<file path="src/rtl/mem_arbiter_pkg.sv">
// Shared definitions for the memory arbiter slice.
//   size_e      : d_size encodings (byte / half / word / reserved)
//   arb_state_e : arbiter FSM states
//   streak_t    : width of the consecutive-data-grant counter
package mem_arb_pkg;

    typedef enum logic [1:0] {
        SZ_BYTE = 2'b00,
        SZ_HALF = 2'b01,
        SZ_WORD = 2'b10,
        SZ_RSVD = 2'b11
    } size_e;

    typedef enum logic [0:0] {
        ARB    = 1'b0,
        RMW_WR = 1'b1
    } arb_state_e;

    localparam int unsigned STREAK_W = 4;
    typedef logic [STREAK_W-1:0] streak_t;

endpackage

</file>
<file path="src/rtl/mem_arbiter_if.sv">
// Requester-side bus of the memory arbiter: instruction-fetch port and
// load/store port.
//   master : the pipeline model (drives requests, receives grants/responses)
//   slave  : the arbiter
interface mem_arbiter_if;

    // Fetch port
    logic        if_req;
    logic [31:0] if_addr;
    logic        if_gnt;
    logic        if_rvalid;
    logic [31:0] if_rdata;

    // Load/store port
    logic        d_req;
    logic        d_we;
    logic [1:0]  d_size;
    logic [31:0] d_addr;
    logic [31:0] d_wdata;
    logic        d_gnt;
    logic        d_rvalid;
    logic [31:0] d_rdata;
    logic        d_err;

    modport master (
        output if_req, if_addr,
        output d_req, d_we, d_size, d_addr, d_wdata,
        input  if_gnt, if_rvalid, if_rdata,
        input  d_gnt, d_rvalid, d_rdata, d_err
    );

    modport slave (
        input  if_req, if_addr,
        input  d_req, d_we, d_size, d_addr, d_wdata,
        output if_gnt, if_rvalid, if_rdata,
        output d_gnt, d_rvalid, d_rdata, d_err
    );

endinterface

</file>
<file path="src/rtl/mem_arbiter_store_merge.sv">
// Combinational lane merge for sub-word stores plus alignment check.
//   old_word_i   : current memory word
//   wdata_i      : right-aligned store data
//   size_i       : access size
//   addr_lo_i    : byte address bits [1:0]
//   merged_o     : old word with the addressed lane replaced (wdata for word)
//   misaligned_o : misaligned half/word, or reserved size
module store_merge
    import mem_arb_pkg::*;
(
    input  logic [31:0] old_word_i,
    input  logic [31:0] wdata_i,
    input  size_e       size_i,
    input  logic [1:0]  addr_lo_i,
    output logic [31:0] merged_o,
    output logic        misaligned_o
);

    always_comb begin
        merged_o     = old_word_i;
        misaligned_o = 1'b0;
        unique case (size_i)
            SZ_BYTE: begin
                unique case (addr_lo_i)
                    2'd0: merged_o[7:0]   = wdata_i[7:0];
                    2'd1: merged_o[15:8]  = wdata_i[7:0];
                    2'd2: merged_o[23:16] = wdata_i[7:0];
                    2'd3: merged_o[31:24] = wdata_i[7:0];
                    default: merged_o     = old_word_i;
                endcase
            end
            SZ_HALF: begin
                misaligned_o = addr_lo_i[0];
                if (addr_lo_i[1]) begin
                    merged_o[31:16] = wdata_i[15:0];
                end else begin
                    merged_o[15:0] = wdata_i[15:0];
                end
            end
            SZ_WORD: begin
                misaligned_o = (addr_lo_i != 2'd0);
                merged_o     = wdata_i;
            end
            default: misaligned_o = 1'b1;
        endcase
    end

endmodule

</file>
<file path="src/rtl/mem_arbiter.sv">
// Arbiter sharing one single-port word memory between instruction fetch
// and load/store. Data wins each cycle, but after MAX_DATA_STREAK data
// grants with fetch waiting, fetch is forced through. Byte/half stores are
// a read-modify-write: read+merge in ARB, write back in RMW_WR.
//   clk, rst   : clock, synchronous active-high reset
//   bus        : requester bus (slave side)
//   mem_we     : memory write enable
//   mem_addr   : memory byte address (word index = [31:2])
//   mem_wdata  : memory write data
//   mem_rdata  : combinational memory read data for mem_addr
module mem_arbiter
    import mem_arb_pkg::*;
#(
    parameter int unsigned MAX_DATA_STREAK = 4,
    parameter int unsigned WORD            = 32
) (
    input  logic            clk,
    input  logic            rst,
    mem_arbiter_if.slave    bus,
    output logic            mem_we,
    output logic [WORD-1:0] mem_addr,
    output logic [WORD-1:0] mem_wdata,
    input  logic [WORD-1:0] mem_rdata
);

    localparam streak_t STREAK_MAX = streak_t'(MAX_DATA_STREAK);

    arb_state_e      state_q;
    streak_t         streak_q, streak_d;
    logic [WORD-1:0] addr_q;
    logic [WORD-1:0] merged_q;
    logic            if_rvalid_q, d_rvalid_q, d_err_q;
    logic [WORD-1:0] if_rdata_q, d_rdata_q;

    logic            if_gnt, d_gnt, fetch_forced;
    logic [WORD-1:0] merged;
    logic            misaligned;
    size_e           dsize;

    assign dsize = size_e'(bus.d_size);

    store_merge u_merge (
        .old_word_i   (mem_rdata),
        .wdata_i      (bus.d_wdata),
        .size_i       (dsize),
        .addr_lo_i    (bus.d_addr[1:0]),
        .merged_o     (merged),
        .misaligned_o (misaligned)
    );

    always_comb begin
        fetch_forced = bus.if_req && (streak_q == STREAK_MAX);
        d_gnt        = 1'b0;
        if_gnt       = 1'b0;
        mem_we       = 1'b0;
        mem_addr     = bus.if_addr;
        mem_wdata    = bus.d_wdata;
        streak_d     = streak_q;
        if (!rst) begin
            if (state_q == ARB) begin
                d_gnt  = bus.d_req && !fetch_forced;
                if_gnt = bus.if_req && !d_gnt;
                if (d_gnt) begin
                    mem_addr = bus.d_addr;
                    // only aligned full-word stores write directly
                    mem_we   = bus.d_we && !misaligned && (dsize == SZ_WORD);
                end
                if (!bus.if_req || if_gnt) begin
                    streak_d = '0;
                end else if (d_gnt && (streak_q != STREAK_MAX)) begin
                    streak_d = streak_q + 1'b1;
                end
            end else begin
                mem_we    = 1'b1;
                mem_addr  = addr_q;
                mem_wdata = merged_q;
            end
        end
    end

    always_ff @(posedge clk) begin
        if (rst) begin
            state_q     <= ARB;
            streak_q    <= '0;
            addr_q      <= '0;
            merged_q    <= '0;
            if_rvalid_q <= 1'b0;
            d_rvalid_q  <= 1'b0;
            d_err_q     <= 1'b0;
            if_rdata_q  <= '0;
            d_rdata_q   <= '0;
        end else begin
            if_rvalid_q <= 1'b0;
            d_rvalid_q  <= 1'b0;
            d_err_q     <= 1'b0;
            unique case (state_q)
                ARB: begin
                    streak_q <= streak_d;
                    if (if_gnt) begin
                        if_rvalid_q <= 1'b1;
                        if_rdata_q  <= mem_rdata;
                    end
                    if (d_gnt) begin
                        if (misaligned) begin
                            d_rvalid_q <= 1'b1;
                            d_err_q    <= 1'b1;
                            d_rdata_q  <= '0;
                        end else if (!bus.d_we) begin
                            d_rvalid_q <= 1'b1;
                            d_rdata_q  <= mem_rdata;
                        end else if (dsize == SZ_WORD) begin
                            d_rvalid_q <= 1'b1;
                            d_rdata_q  <= '0;
                        end else begin
                            addr_q   <= bus.d_addr;
                            merged_q <= merged;
                            state_q  <= RMW_WR;
                        end
                    end
                end
                RMW_WR: begin
                    d_rvalid_q <= 1'b1;
                    d_rdata_q  <= '0;
                    state_q    <= ARB;
                end
                default: state_q <= ARB;
            endcase
        end
    end

    assign bus.if_gnt    = if_gnt;
    assign bus.d_gnt     = d_gnt;
    assign bus.if_rvalid = if_rvalid_q;
    assign bus.if_rdata  = if_rdata_q;
    assign bus.d_rvalid  = d_rvalid_q;
    assign bus.d_rdata   = d_rdata_q;
    assign bus.d_err     = d_err_q;

endmodule

</file>
<file path="src/flat_wrapper.sv">
// flat-port wrapper written by rule: the top's interface ports become plain ports
module mem_arbiter_flat import mem_arb_pkg::*;
#(
    parameter int unsigned MAX_DATA_STREAK = 4,
    parameter int unsigned WORD            = 32
)
  (clk, rst, mem_we, mem_addr, mem_wdata, mem_rdata, bus_if_req, bus_if_addr, bus_d_req, bus_d_we, bus_d_size, bus_d_addr, bus_d_wdata, bus_if_gnt, bus_if_rvalid, bus_if_rdata, bus_d_gnt, bus_d_rvalid, bus_d_rdata, bus_d_err);
  mem_arbiter_if bus_i ();
  input  logic clk;
  input  logic rst;
  output logic mem_we;
  output logic [WORD-1:0] mem_addr;
  output logic [WORD-1:0] mem_wdata;
  input  logic [WORD-1:0] mem_rdata;
  input wire logic [$bits(bus_i.if_req)-1:0] bus_if_req;
  input wire logic [$bits(bus_i.if_addr)-1:0] bus_if_addr;
  input wire logic [$bits(bus_i.d_req)-1:0] bus_d_req;
  input wire logic [$bits(bus_i.d_we)-1:0] bus_d_we;
  input wire logic [$bits(bus_i.d_size)-1:0] bus_d_size;
  input wire logic [$bits(bus_i.d_addr)-1:0] bus_d_addr;
  input wire logic [$bits(bus_i.d_wdata)-1:0] bus_d_wdata;
  output wire logic [$bits(bus_i.if_gnt)-1:0] bus_if_gnt;
  output wire logic [$bits(bus_i.if_rvalid)-1:0] bus_if_rvalid;
  output wire logic [$bits(bus_i.if_rdata)-1:0] bus_if_rdata;
  output wire logic [$bits(bus_i.d_gnt)-1:0] bus_d_gnt;
  output wire logic [$bits(bus_i.d_rvalid)-1:0] bus_d_rvalid;
  output wire logic [$bits(bus_i.d_rdata)-1:0] bus_d_rdata;
  output wire logic [$bits(bus_i.d_err)-1:0] bus_d_err;
  assign bus_i.if_req = bus_if_req;
  assign bus_i.if_addr = bus_if_addr;
  assign bus_i.d_req = bus_d_req;
  assign bus_i.d_we = bus_d_we;
  assign bus_i.d_size = bus_d_size;
  assign bus_i.d_addr = bus_d_addr;
  assign bus_i.d_wdata = bus_d_wdata;
  assign bus_if_gnt = bus_i.if_gnt;
  assign bus_if_rvalid = bus_i.if_rvalid;
  assign bus_if_rdata = bus_i.if_rdata;
  assign bus_d_gnt = bus_i.d_gnt;
  assign bus_d_rvalid = bus_i.d_rvalid;
  assign bus_d_rdata = bus_i.d_rdata;
  assign bus_d_err = bus_i.d_err;
  mem_arbiter #(.MAX_DATA_STREAK(MAX_DATA_STREAK), .WORD(WORD)) u_core (.clk(clk), .rst(rst), .bus(bus_i), .mem_we(mem_we), .mem_addr(mem_addr), .mem_wdata(mem_wdata), .mem_rdata(mem_rdata));
endmodule
</file>
<file path="config.mk">
export PLATFORM = sky130hd
export DESIGN_NAME = mem_arbiter_flat
export DESIGN_NICKNAME = d
export VERILOG_FILES = /design/src/rtl/mem_arbiter_pkg.sv /design/src/rtl/mem_arbiter_if.sv /design/src/rtl/mem_arbiter_store_merge.sv /design/src/rtl/mem_arbiter.sv /design/src/flat_wrapper.sv
export SDC_FILE = /design/constraint.sdc
export NUM_CORES = 1
export LEC_CHECK = 0
export CAP_MARGIN = 20
export CORE_ASPECT_RATIO = 0.9
export CORE_MARGIN = 2
export CORE_UTILIZATION = 46
export DETAILED_ROUTE_END_ITERATION = 12
export GPL_TIMING_DRIVEN = 0
export HOLD_SLACK_MARGIN = 0.05
export MAX_ROUTING_LAYER = met4
export PLACE_DENSITY_LB_ADDON = 0.1
export SYNTH_ARGS = -nofsm -noshare
export SYNTH_HDL_FRONTEND = slang
export SYNTH_HIERARCHICAL = 1
export SYNTH_SLANG_ARGS = --single-unit
</file>
<file path="constraint.sdc">
create_clock -name clk -period 2.4 [get_ports clk]
set_clock_uncertainty 0.15 [all_clocks]
set_input_delay 0.24 -clock clk [delete_from_list [all_inputs] [get_ports clk]]
set_output_delay 0.24 -clock clk [all_outputs]
set_load 0.1 [all_outputs]
</file>
# Word level (Yosys, flattened, before mapping)
# Cells that the tools add are included.
# W data, S select, Z words.
[op_classes]
n_eq_ne = 9
n_bitwise = 4
n_mux = 39
reduce_logical = 21
add_sub_neg = 1
[ops]
columns = ["op", "count"]
rows = [
  ["$mux W32", 9],
  ["$pmux W32 S2", 2],
  ["$mux W16", 2],
  ["$mux W8", 4],
  ["$mux W1", 17],
  ["$mux W4", 2],
  ["$ne A4 B3 Y1 const B", 2],
  ["$eq A2 B2 Y1 const B", 3],
  ["$logic_and A1 B1 Y1", 6],
  ["$reduce_and A2 Y1", 3],
  ["$reduce_and A5 Y1", 1],
  ["$add A4 B1 Y4 const B", 1],
  ["$eq A2 B1 Y1 const B", 2],
  ["$eq A4 B3 Y1 const B", 1],
  ["$logic_not A1 Y1", 4],
  ["$logic_not A2 Y1", 2],
  ["$not A1 Y1", 4],
  ["$pmux W1 S2", 2],
  ["$reduce_bool A2 Y1", 2],
  ["$pmux W1 S3", 1],
  ["$reduce_or A3 Y1", 1],
  ["$ne A2 B2 Y1 const B", 1],
  ["$reduce_or A2 Y1", 1],
  ["$logic_or A1 B1 Y1", 1],
]
[word_totals]
output_inout_bits = 134
word_cells = 83
regBits = 136
input_bits = 135

# Depth between registers and ports, before layout
# Gate-level depths: netlist (run 1).
[depth]
ltp_word = 9
depth_mapped = 11
ltp_nobuf = 6

# Modules after synthesis
# The synthesis (run 1) kept the hierarchy.
[modules_own_cells]
columns = ["mod", "area_per_inst_um2", "cells_per_inst", "instances", "seq_area_each_um2"]
rows = [
  ["mem_arbiter", 6476.2, 764, 1, 2722.6],
  ["store_merge", 983.4, 120, 1, 0.0],
]

# Least setup slack after synthesis (run 1)
# Ideal clock, no wire load.
[synth_path]
kind = "register -> output"
from = "register u_core.streak_q[0]"
to = "output port mem_addr[10]"
t_arrival_ns = 2.755
path_stages_with_launch = 9
t_required_ns = 2.010
setup_slack_ns = -0.745
cell_sequence = "dfxtp_1 > inv_1 > ha_1 > nand4b_2 > and2_1 > buf_2 > buf_2 > o22ai_1 > a21oi_1"
[synth_via]
elab_chain_len = 7
[synth_rtl]
columns = ["element", "line", "text"]
rows = [
  ["start, declared", "mem_arbiter.sv:29", "streak_t streak_q, streak_d;"],
  ["start signal, assigned", "mem_arbiter.sv:98", "streak_q <= streak_d;"],
  ["$eq A4 B3 Y1", "mem_arbiter.sv:52", "fetch_forced = bus.if_req && (streak_q == STREAK_MAX);"],
  ["$logic_and A1 B1 Y1", "mem_arbiter.sv:52", ""],
  ["$logic_not A1 Y1", "mem_arbiter.sv:61", "d_gnt = bus.d_req && !fetch_forced;"],
  ["$logic_and A1 B1 Y1", "mem_arbiter.sv:61", ""],
  ["$mux W32", "mem_arbiter.sv:63", "if (d_gnt) begin"],
  ["$mux W32", "mem_arbiter.sv:60", "if (state_q == ARB) begin"],
  ["$mux W32", "mem_arbiter.sv:59", "if (!rst) begin"],
  ["end, declared", "flat_wrapper.sv:12", "output logic [WORD-1:0] mem_addr;"],
]
# Every way passes these cells.

# Worst setup path after layout (run 1)
[layout_path]
from = "register u_core.streak_q[1]"
to = "output port mem_addr[17]"
# Same word-level chain as after synthesis.

==> results of run 1 <==
[stage by stage]
| stage | hold slack [ns] | area [sq um] | setup TNS (ns) | instances |
|---|---|---|---|---|
| 2_1_floorplan | 0.184 | 7810 | -0.190 | 884 |
| 3_3_place_gp | 0.286 | 10700 | -101.93 | 1358 |
| 3_5_place_dp | 0.290 | 10800 | -107.00 | 1359 |
| 4_1_cts | 0.0993 | 12200 | -0.218 | 1394 |
| 5_1_grt | 0.107 | 12300 | -2.29 | 1398 |
| 6_report | 0.0993 | 12300 | -0.791 | 1398 |
[cell type report]
class / instances / area [sq um]
multi-input cells: 661 / 5010
flip-flops and latches: 136 / 2730
fillers: 1106 / 3720
inverters: 7 / 27.5
well taps: 207 / 259
repair buffers: 278 / 3050
plain buffers: 77 / 588
clock inverters: 13 / 193
clock buffers: 19 / 453
[power breakdown]
part,switching [W],total (W),internal [W]
clock,0.00107,0.00288,0.00181
sequential,0.0000465,0.00239,0.00234
combinational,0.00174,0.00266,0.000921
total,0.00286,0.00793,0.00507
[registers in the layout, indices dropped and copies added, names as in the netlist]
register and cells:
u_core/streak_q 4, u_core/bus.d_rvalid 1, u_core/state_q 1, u_core/bus.d_err 1, u_core/bus.d_rdata 32, u_core/bus.if_rdata 32
u_core/bus.if_rvalid 1, u_core/merged_q 32, u_core/addr_q 32
[critical path, stage by stage (launching register included)]
cell and delay [ns]:
dfxtp_2 0.35, inv_2 0.05, ha_4 0.16, nand4b_4 0.12
and2_4 0.31, clkbuf_16 0.22, o22ai_4 0.09, a21oi_4 0.17
buf_12 0.19
[routing by layer]
layer	global-route usage [%]	wire length, microns	up-vias
li1	-	-	3736
met1	40.5	12300	3879
met2	54.0	14200	409
met3	5.65	1970	69
met4	10.7	919	0
met5	-	0	-
[synth_stat cells (2+ instances only)]
master,number
nor2_1,8
dfxtp_1,136
ha_1,2
clkinv_1,2
o22ai_2,30
a21oi_1,38
nand3b_1,2
nor2_2,2
o22ai_1,73
o21ai_0,5
mux2_2,40
a31oi_1,2
nor3_1,11
o21ai_1,28
nor2b_1,6
buf_2,30
inv_1,5
mux2i_1,87
and3_1,9
buf_6,17
nand2_1,262
clkbuf_1,29
buf_4,4
a221oi_1,8
a221o_1,15
nand3_1,12
[worst paths after layout]
kind	startpoint	to	slack, ns
worst max register to register	u_core/streak_q[1]	u_core/addr_q[12]	0.35
worst min register to register	u_core/bus.if_rdata[30]	u_core/bus.if_rdata[30]	0.30
worst max-delay path	u_core/streak_q[1]	mem_addr[17]	-0.08
worst min-delay path	rst	u_core/bus.if_rvalid	0.1
[cell families after synthesis]
kind of cell | Yosys count | synth area share [%]
multiplexers | 128 | 17.9
AND/OR/NAND/NOR | 322 | 18.0
AO/OA/AOI/OAI | 208 | 20.2
flip-flops | 136 | 36.5
adder cells (fa/ha/maj) | 2 | 0.335
buffers and inverters | 88 | 6.99
[timing repair]
action / 4_1_cts / 5_1_grt
gates resized for setup: 577 / 18
hold endpoints to repair: 5 / 0
cloned: 1 / 3
endpoints found under the setup margin: 157 / 45
pin swaps: 5 / 28
buffers inserted: 4 / 2
hold buffers: 1 / 0
==> run_results.csv, run 1 <==
group,metric,value,unit
yosys,synth.top_cell.area_share,36.5,%
yosys,yosysWarnings,6,
cells_and_area,layout-drive-gt1-share,26.6,%
detailed_routing,ant_nets,0,
hold_path,hold_class,"in2reg",
detailed_routing,route.vias.total,8093,
sta,max_clock_freq,0.404,GHz
detailed_routing,drc,0,
sta,setup_viol,26,
yosys,synth_edf_count,0,
global_route,grt_pass1_vias,7955,
place,io_buffers,267,
sta,worstMarginPinSlew,1.00,ns
setup_path,r2r.worst_path.cells,9,
clock_tree,cts_buffers,17,
yosys,synth_area_leaders,"dfxtp_1 36%, nand2_1 13%, mux2i_1 12%",
place,post-dp-hpwl,19400,microns
sta,slew_viol_final,0,
cells_and_area,post-route-util,76.8,%
clock_tree,cts_tree,"built",
floorplan,fp.dieW,138,microns
global_route,grt_overflow_total,0,
setup_path,critPathArrivalTime,2.09,ns
global_route,grt_usage,32.6,%
hold_path,min_path_cells,3,
floorplan,design.core.area,0.0160,sq mm
yosys,netlist_area,0.00746,sq mm
detailed_routing,wl,29400,microns
yosys,synth-main-ff-cell,"dfxtp_1",
detailed_routing,wl_per_cell,21.0,microns
yosys,ys_ff_latch,136,
floorplan,std_cell_rows,44,
floorplan,io-pin-count,269,
setup_path,start_kind,"register",
power,fin_total_pwr,0.00793,W
global_route,antenna_found_initial,0,
place,gp_congestion,0.892,
floorplan,die_y,125,microns
yosys,synth_nets,1021,
cells_and_area,layout_commonest_cell,"nand2_1",
sta,fin_ws,-0.0759,ns
clock_tree,clk_latency,0.42,ns
status,status,"finished, violations left",
yosys,synth_cells,884,
floorplan,start_util,46.6,%
power,vdd_drop_max,486,uV
cells_and_area,area_growth,64.9,%
floorplan,die_area,0.0173,sq mm
sta,hold_violations,0,
sta,relSlewSlack,33.1,%
power,leakage,4.55,nW
run,max_cap_viol_count,0,
clock_tree,clk_pin_slew_worst_paths,0.06,ns
place,post-place-ws,-1.22,ns
setup_path,path_max_fanout,6,
yosys,yosysTopAreaCell,"dfxtp_1",
setup_path,crit_path_end_kind,"primary output",
clock_tree,cts.sinks,136,
clock_tree,htree_num_levels,4,
yosys,synthDistinctLibCells,47,
detailed_routing,firstDrtPassIters,6,
power,powerDensity,644,mW/mm^2
cells_and_area,final_nets,1315,
clock_tree,cts.path.max_buffers,2,
setup_path,cp_data_required_time,2.01,ns
sta,fin_crit_sh,103,%
setup_path,critical_path_class,"reg2out",
detailed_routing,vias_per_cell,5.79,
cells_and_area,antennaDiodeCount,0,
detailed_routing,drtIter0Drc,647,
sta,rsz0062_at_grt,"true",
global_route,grt_pass1_wl,44100,microns
global_route,grt_max_degree,29,
yosys,postSynthAreaPerCell,8.44,sq um
yosys,async_reset_ff_share,0,%
yosys,ys_seq_area_share,36.5,%
status,violations,"negative setup slack",
sta,min_period,2.48,ns
cells_and_area,layout_common_cells,"261 x nand2_1, 199 x clkdlybuf4s50_1, 134 x dfxtp_1, 87 x mux2i_1, 44 x o22ai_1",
clock_tree,cts-root-buf,"clkbuf_16",
Power figures use the tool's default switching activity.
==> run 2, diff against run 1 <==
- CORE_ASPECT_RATIO: 0.9 -> unset
- CTS_BUF_LIST: unset -> sky130_fd_sc_hd__clkbuf_16
==> run 2 against run 1 <==
The flow still finishes with violations (negative setup slack); global-route usage barely moved; largest power group is now combinational cells; maximum frequency fell by 0.90%; critical endpoint is now mem_addr[21]; non-clock buffer count up 10; routed wire length increased by 2.4%; critical path type unchanged; power down 4.9%; utilization increased by 0.58 points; cell count up 1.4%; via count increased by 2.5%; setup slack worse by 0.022 ns; count of clock-buffer cells in the layout fell by 2.
==> run_results.csv, run 2 (same netlist as run 1, synthesis figures left out) <==
group,metric,value,unit
global_route,grt_max_degree,29,
global_route,grt_overflow_total,0,
status,status,"finished, violations left",
clock_tree,clk_latency,0.42,ns
cells_and_area,area_growth,64.8,%
floorplan,die_y,131,microns
sta,max_clock_freq,0.400,GHz
power,vdd_drop_max,427,uV
floorplan,std_cell_rows,46,
detailed_routing,vias_per_cell,5.85,
setup_path,critical_path_class,"reg2out",
power,fin_total_pwr,0.00754,W
sta,hold_violations,0,
power,powerDensity,614,mW/mm^2
sta,timing.hold.ws,0.103,ns
sta,worstMarginPinSlew,1.05,ns
clock_tree,htree_num_levels,4,
setup_path,crit_slowest_cell,"dfxtp_2",
global_route,grt_usage,32.6,%
cells_and_area,final_nets,1325,
setup_path,crit_path_end_kind,"primary output",
global_route,antenna_found_initial,0,
cells_and_area,antennaDiodeCount,0,
cells_and_area,layout_commonest_cell,"nand2_1",
place,gp_congestion,0.879,
detailed_routing,wl,30100,microns
clock_tree,cts.sinks,136,
clock_tree,clk_pin_slew_worst_paths,0.06,ns
detailed_routing,route.vias.total,8295,
detailed_routing,ant_nets,0,
power,pwr-share-clk,32.7,%
floorplan,io-pin-count,269,
detailed_routing,drtIter0Drc,634,
place,placed_cell_area,0.0108,sq mm
power,intPower,0.00477,W
hold_path,hold_class,"in2reg",
run,max_cap_viol_count,0,
cells_and_area,final_area,0.0123,sq mm
cells_and_area,layout-drive-gt1-share,26.7,%
sta,min_period,2.50,ns
cells_and_area,post-route-util,77.4,%
global_route,grt_pass1_wl,44000,microns
sta,fin_crit_sh,104,%
setup_path,cp_cell_sequence,"inv_2 -> ha_4 -> nand4b_4 -> nand3_4 -> buf_12 -> o22ai_2 -> a21oi_4 -> buf_12",
sta,relSlewSlack,29.9,%
sta,rsz0062_at_grt,"true",
cells_and_area,layout_common_cells,"261 x nand2_1, 198 x clkdlybuf4s50_1, 134 x dfxtp_1, 87 x mux2i_1, 47 x buf_4",
sta,setup_viol,30,
setup_path,critPathArrivalTime,2.11,ns
detailed_routing,drc,0,
sta,slew_viol_final,0,
detailed_routing,firstDrtPassIters,5,
clock_tree,cts_tree,"built",
place,io_buffers,267,
setup_path,path_max_fanout,10,
floorplan,start_util,47.0,%
status,violations,"negative setup slack",
setup_path,critPathMostFrequentCell,"buf_12",
global_route,grt_pass1_vias,7942,
place,post-dp-hpwl,19400,microns
detailed_routing,wl_per_cell,21.2,microns
sta,fin_ws,-0.0984,ns
setup_path,cp_top_family,"buffers and inverters",
clock_tree,cts_buffers,17,
setup_path,cp_data_required_time,2.01,ns
power,power.switching,0.00278,W
setup_path,worst_path_largest_cell_delay,0.33,ns
power,switching_share,36.8,%
floorplan,design.core.area,0.0159,sq mm
power,pwr-share-seq,31.7,%
floorplan,fp.dieW,131,microns
power,leakage,4.58,nW
setup_path,path_buf_inv,3,
clock_tree,cts.path.max_buffers,2,
power,share_comb_of_total_power,35.7,%
floorplan,die_area,0.0173,sq mm
clock_tree,cts-root-buf,"clkbuf_16",
setup_path,start_kind,"register",
run 2: power by group through the flow:
stage | Sequential (W) | Combinational, W | Clock [W]
after floorplan | 0.00277 | 0.00132 | 0
after global placement | 0.00243 | 0.00234 | 0
after detailed placement | 0.00243 | 0.00236 | 0
after CTS | 0.00238 | 0.00257 | 0.00249
after global routing | 0.00240 | 0.00277 | 0.00258
final | 0.00239 | 0.00269 | 0.00246
run 2: repair_timing:
item                                    CTS  global route
endpoints found under the hold margin     5             0
endpoints found under the setup margin  157           109
resized for setup                       566            47
buffers inserted                          6             9
cloned                                    1             4
pin swaps                                 3            11
hold buffers                              1             0
run 2: per-stage QoR:
stage,setup TNS (ns),cells,worst slack (ns)
after global routing,-3.26,1417,-0.169
final,-1.40,1417,-0.0984
after CTS,-0.387,1405,-0.0347
after floorplan,-0.190,884,-0.190
after global placement,-102.00,1367,-1.23
after detailed placement,-105.47,1368,-1.25
run 2: path summary, 6_finish.rpt:
| path | start | end | slack [ns] | depth (start not counted) |
|---|---|---|---|---|
| setup / recovery | u_core/streak_q[0] | mem_addr[21] | -0.1 | 8 |
| hold / removal | rst | u_core/state_q | 0.10 | 3 |
| setup reg to reg | u_core/streak_q[0] | u_core/bus.d_rdata[13] | 0.30 | 8 |
| hold reg to reg | u_core/bus.if_rdata[7] | u_core/bus.if_rdata[7] | 0.30 | 2 |
run 2: tightest hold or removal path: cells and delay by family:
kind	cells	cell delay (ns)
AND/OR/NAND/NOR	2	0.22
buffers and inverters	1	0.16
run 2: routing by layer:
metal | wire length, microns | share of wire (%) | track usage [%] | up-vias
li1 | - | - | - | 3761
met1 | 12300 | 41 | 39.3 | 3983
met2 | 14600 | 48 | 54.9 | 463
met3 | 2130 | 7.1 | 6.40 | 88
met4 | 1080 | 3.6 | 10.6 | 0
met5 | 0 | 0 | - | -
run 2: layout make-up:
class / instances / area [sq um]
multi-input cells: 661 / 5000
inverters: 7 / 28.8
fillers: 1100 / 3590
plain buffers: 77 / 612
clock inverters: 15 / 120
flip-flops and latches: 136 / 2730
well taps: 216 / 270
repair buffers: 288 / 3110
clock buffers: 17 / 425
==> run 3, diff against run 2 <==
- ABC_AREA: unset -> 1
- CORE_UTILIZATION: 46 -> 49
- REMOVE_ABC_BUFFERS: unset -> 1
- clock period: 2.4 -> 2.99 ns (I/O delays scaled with it)
==> run 3 against run 2 <==
The flow now finishes without violations; final area is 13% lower; synthesized cell count rose by 35%; routed wire length fell by 8.4%; sequential power is 21% lower; cell count is 15% higher; flip-flop and latch count unchanged.
==> run_results.csv, run 3 <==
group,metric,value,unit
setup_path,crit_path_end_kind,"primary output",
cells_and_area,layout_common_cells,"514 x nand2_1, 196 x clkdlybuf4s50_1, 143 x nand3_1, 135 x dfxtp_1, 88 x nor2_1",
clock_tree,hold_buffers,0,
cells_and_area,final_cells,1624,
clock_tree,cts-root-buf,"clkbuf_16",
sta,hold_violations,0,
yosys,yosysWarnings,6,
yosys,postSynthAreaPerCell,6.07,sq um
setup_path,cp_cell_sequence,"inv_1 -> ha_1 -> nand2_1 -> inv_1 -> nand2_1 -> nand2_2 -> inv_1 -> o21ai_4 -> buf_16 -> nand2_1 -> nand3_1 -> buf_4",
setup_path,path_depth,12,
yosys,synth.top_cell.area_share,37.6,%
yosys,synth_edf_count,0,
sta,fin_crit_sh,97.1,%
detailed_routing,vias_per_cell,5.59,
sta,slew_viol_final,0,
setup_path,start_kind,"register",
yosys,yosysTopAreaCell,"dfxtp_1",
place,post-place-cells,1579,
floorplan,io-pin-count,269,
cells_and_area,area_growth,47.9,%
sta,fin_ws,0.0861,ns
clock_tree,cts_tree,"built",
cells_and_area,nFillCells,1249,
floorplan,fp.dieW,126,microns
cells_and_area,post-route-util,73.9,%
global_route,antenna_found_initial,0,
yosys,synth_commonest_cells,"515 x nand2_1, 145 x nand3_1, 136 x dfxtp_1",
cells_and_area,layout_commonest_cell,"nand2_1",
power,vdd_drop_max,390,uV
sta,min_period,2.90,ns
detailed_routing,drc,0,
global_route,grt_pass1_wl,43200,microns
floorplan,die_y,126,microns
cells_and_area,final_nets,1564,
setup_path,cp_top_family,"buffers and inverters",
sta,relSlewSlack,32.8,%
yosys,synth_cells,1192,
hold_path,hp-start,"rst",
power,leakage,4.77,nW
place,post-dp-hpwl,17600,microns
floorplan,design.core.area,0.0145,sq mm
status,status,"finished, final reports clean",
detailed_routing,wl,27500,microns
sta,max_clock_freq,0.344,GHz
clock_tree,htree_num_levels,4,
detailed_routing,wl_per_cell,17.0,microns
yosys,async_reset_ff_share,0,%
yosys,netlist_area,0.00724,sq mm
setup_path,critical_path_class,"reg2out",
global_route,grt_usage,34.8,%
setup_path,worst_path_largest_cell_delay,0.31,ns
setup_path,cp_data_required_time,2.54,ns
yosys,synthDistinctLibCells,24,
yosys,ys_ff_latch,136,
cells_and_area,final_area,0.0107,sq mm
power,powerDensity,526,mW/mm^2
global_route,grt_max_degree,44,
cells_and_area,layout-drive-gt1-share,10.3,%
cells_and_area,antennaDiodeCount,0,
yosys,synth-main-ff-cell,"dfxtp_1",
global_route,grt_pass1_vias,8330,
floorplan,die_area,0.0158,sq mm
detailed_routing,firstDrtPassIters,6,
sta,setup_viol,0,
clock_tree,clk_latency,0.42,ns
place,placed_cell_area,0.0101,sq mm
hold_path,worstHoldEndpoint,"u_core/bus.d_rvalid",
run,max_cap_viol_count,0,
setup_path,path_buf_inv,5,
floorplan,std_cell_rows,44,
yosys,yosysMostFrequentCell,"nand2_1",
clock_tree,cts_buffers,17,
setup_path,worstReg2RegEnd,"u_core/bus.if_rdata[26]",
yosys,ys_seq_area_share,37.6,%
detailed_routing,route.vias.total,9080,
setup_path,critPathArrivalTime,2.45,ns
sta,finalSetupTns,0,ns
place,io_buffers,268,
detailed_routing,drtIter0Drc,842,
setup_path,crit_slowest_cell,"dfxtp_1",
detailed_routing,ant_nets,0,
floorplan,start_util,50.0,%
place,gp_congestion,0.845,
setup_path,r2r_slack,0.21,ns
place,post-place-ws,-1.70,ns
setup_path,reg2reg_from,"u_core/streak_q[0]",
hold_path,hold_class,"in2reg",
hold_path,min_path_cells,2,
clock_tree,cts.sinks,136,
global_route,grt_overflow_total,0,
sta,worstMarginPinSlew,1.01,ns
yosys,synth_area_leaders,"dfxtp_1 38%, nand2_1 27%, nand3_1 10%",
clock_tree,clk_pin_slew_worst_paths,0.06,ns
setup_path,r2r.worst_path.cells,10,
clock_tree,cts.path.max_buffers,2,
setup_path,path_max_fanout,21,
-- run 3: cell count changes after synthesis, sizes merged, moves of 8 or more --
cell and delta:
nand2 +254, a221o -15, nand4 +8, mux2i -87, and3 -9, a221oi -8
nor2 +83, mux2 -41, a21oi +23, nor3 +30, nand3 +134, o21ai +37
inv +29, o22ai -103
-- run 3: worst register-to-register path: cells and delay by family, from the launching register on --
kind	cells	cell delay (ns)
adder cells (fa/ha/maj)	1	0.20
buffers and inverters	3	0.99
AND/OR/NAND/NOR	6	0.98
flip-flops	1	0.33
-- run 3: how the worst max path moves through the flow --
stage	from	endpoint	slack, ns
floorplan	u_core/state_q	mem_wdata[0]	-2.26
global placement	rst	mem_wdata[27]	-7.73
finish	u_core/streak_q[0]	mem_addr[2]	0.09
detailed placement	bus_if_req	bus_if_gnt	-1.70
CTS	bus_d_addr[0]	u_core/addr_q[6]	0.02
global route	u_core/streak_q[0]	mem_addr[21]	-0.02
-- run 3: where the power goes --
part           switching [W]  internal [W]  total, W
logic                0.00118      0.000437   0.00162
registers          0.0000254       0.00187   0.00189
clock network       0.000820       0.00130   0.00212
total                0.00203       0.00360   0.00563
-- run 3: kinds of logic (layout without fill, tap and decap cells) --
family	Yosys count	after routing	synth area share [%]
simple gates	806	808	45.6
buf+inv	115	361	7.00
compound gates	133	133	9.46
fa+ha+maj	2	2	0.346
flops	136	136	37.6
-- run 3: through the flow --
| step | power [W] | hold WS (ns) |
|---|---|---|
| final | 0.00563 | 0.199 |
| after global routing | 0.00580 | 0.225 |
| after CTS | 0.00560 | 0.194 |
| after detailed placement | 0.00353 | 0.305 |
| after global placement | 0.00348 | 0.301 |
| after floorplan | 0.00295 | 0.218 |
-- run 3: timing repair --
item / in CTS / in global routing
gates resized for setup: 361 / 16
endpoints found under the setup margin: 199 / 89
pin swaps: 4 / 1
gates cloned: 2 / 1
setup buffers: 7 / 3
-- run 3: per-layer routing --
metal	wire (microns)	GRT usage (%)
met2	13300	57.4
met4	706	11.7
met3	2460	6.46
met1	11100	43.0
met5	0	-
-- run 3: layout make-up --
| type | instances | area [sq um] | share of cell area, % |
|---|---|---|---|
| multi-input combinational | 943 | 4090 | 38.2 |
| timing repair buffer | 292 | 2910 | 27.2 |
| sequential | 136 | 2720 | 25.5 |
| clock buffer | 17 | 425 | 3.98 |
| tap | 184 | 230 | 2.15 |
| clock inverter | 15 | 163 | 1.52 |
| inverter | 36 | 153 | 1.43 |
| timing repair inverter | 1 | 5.00 | 0.0468 |
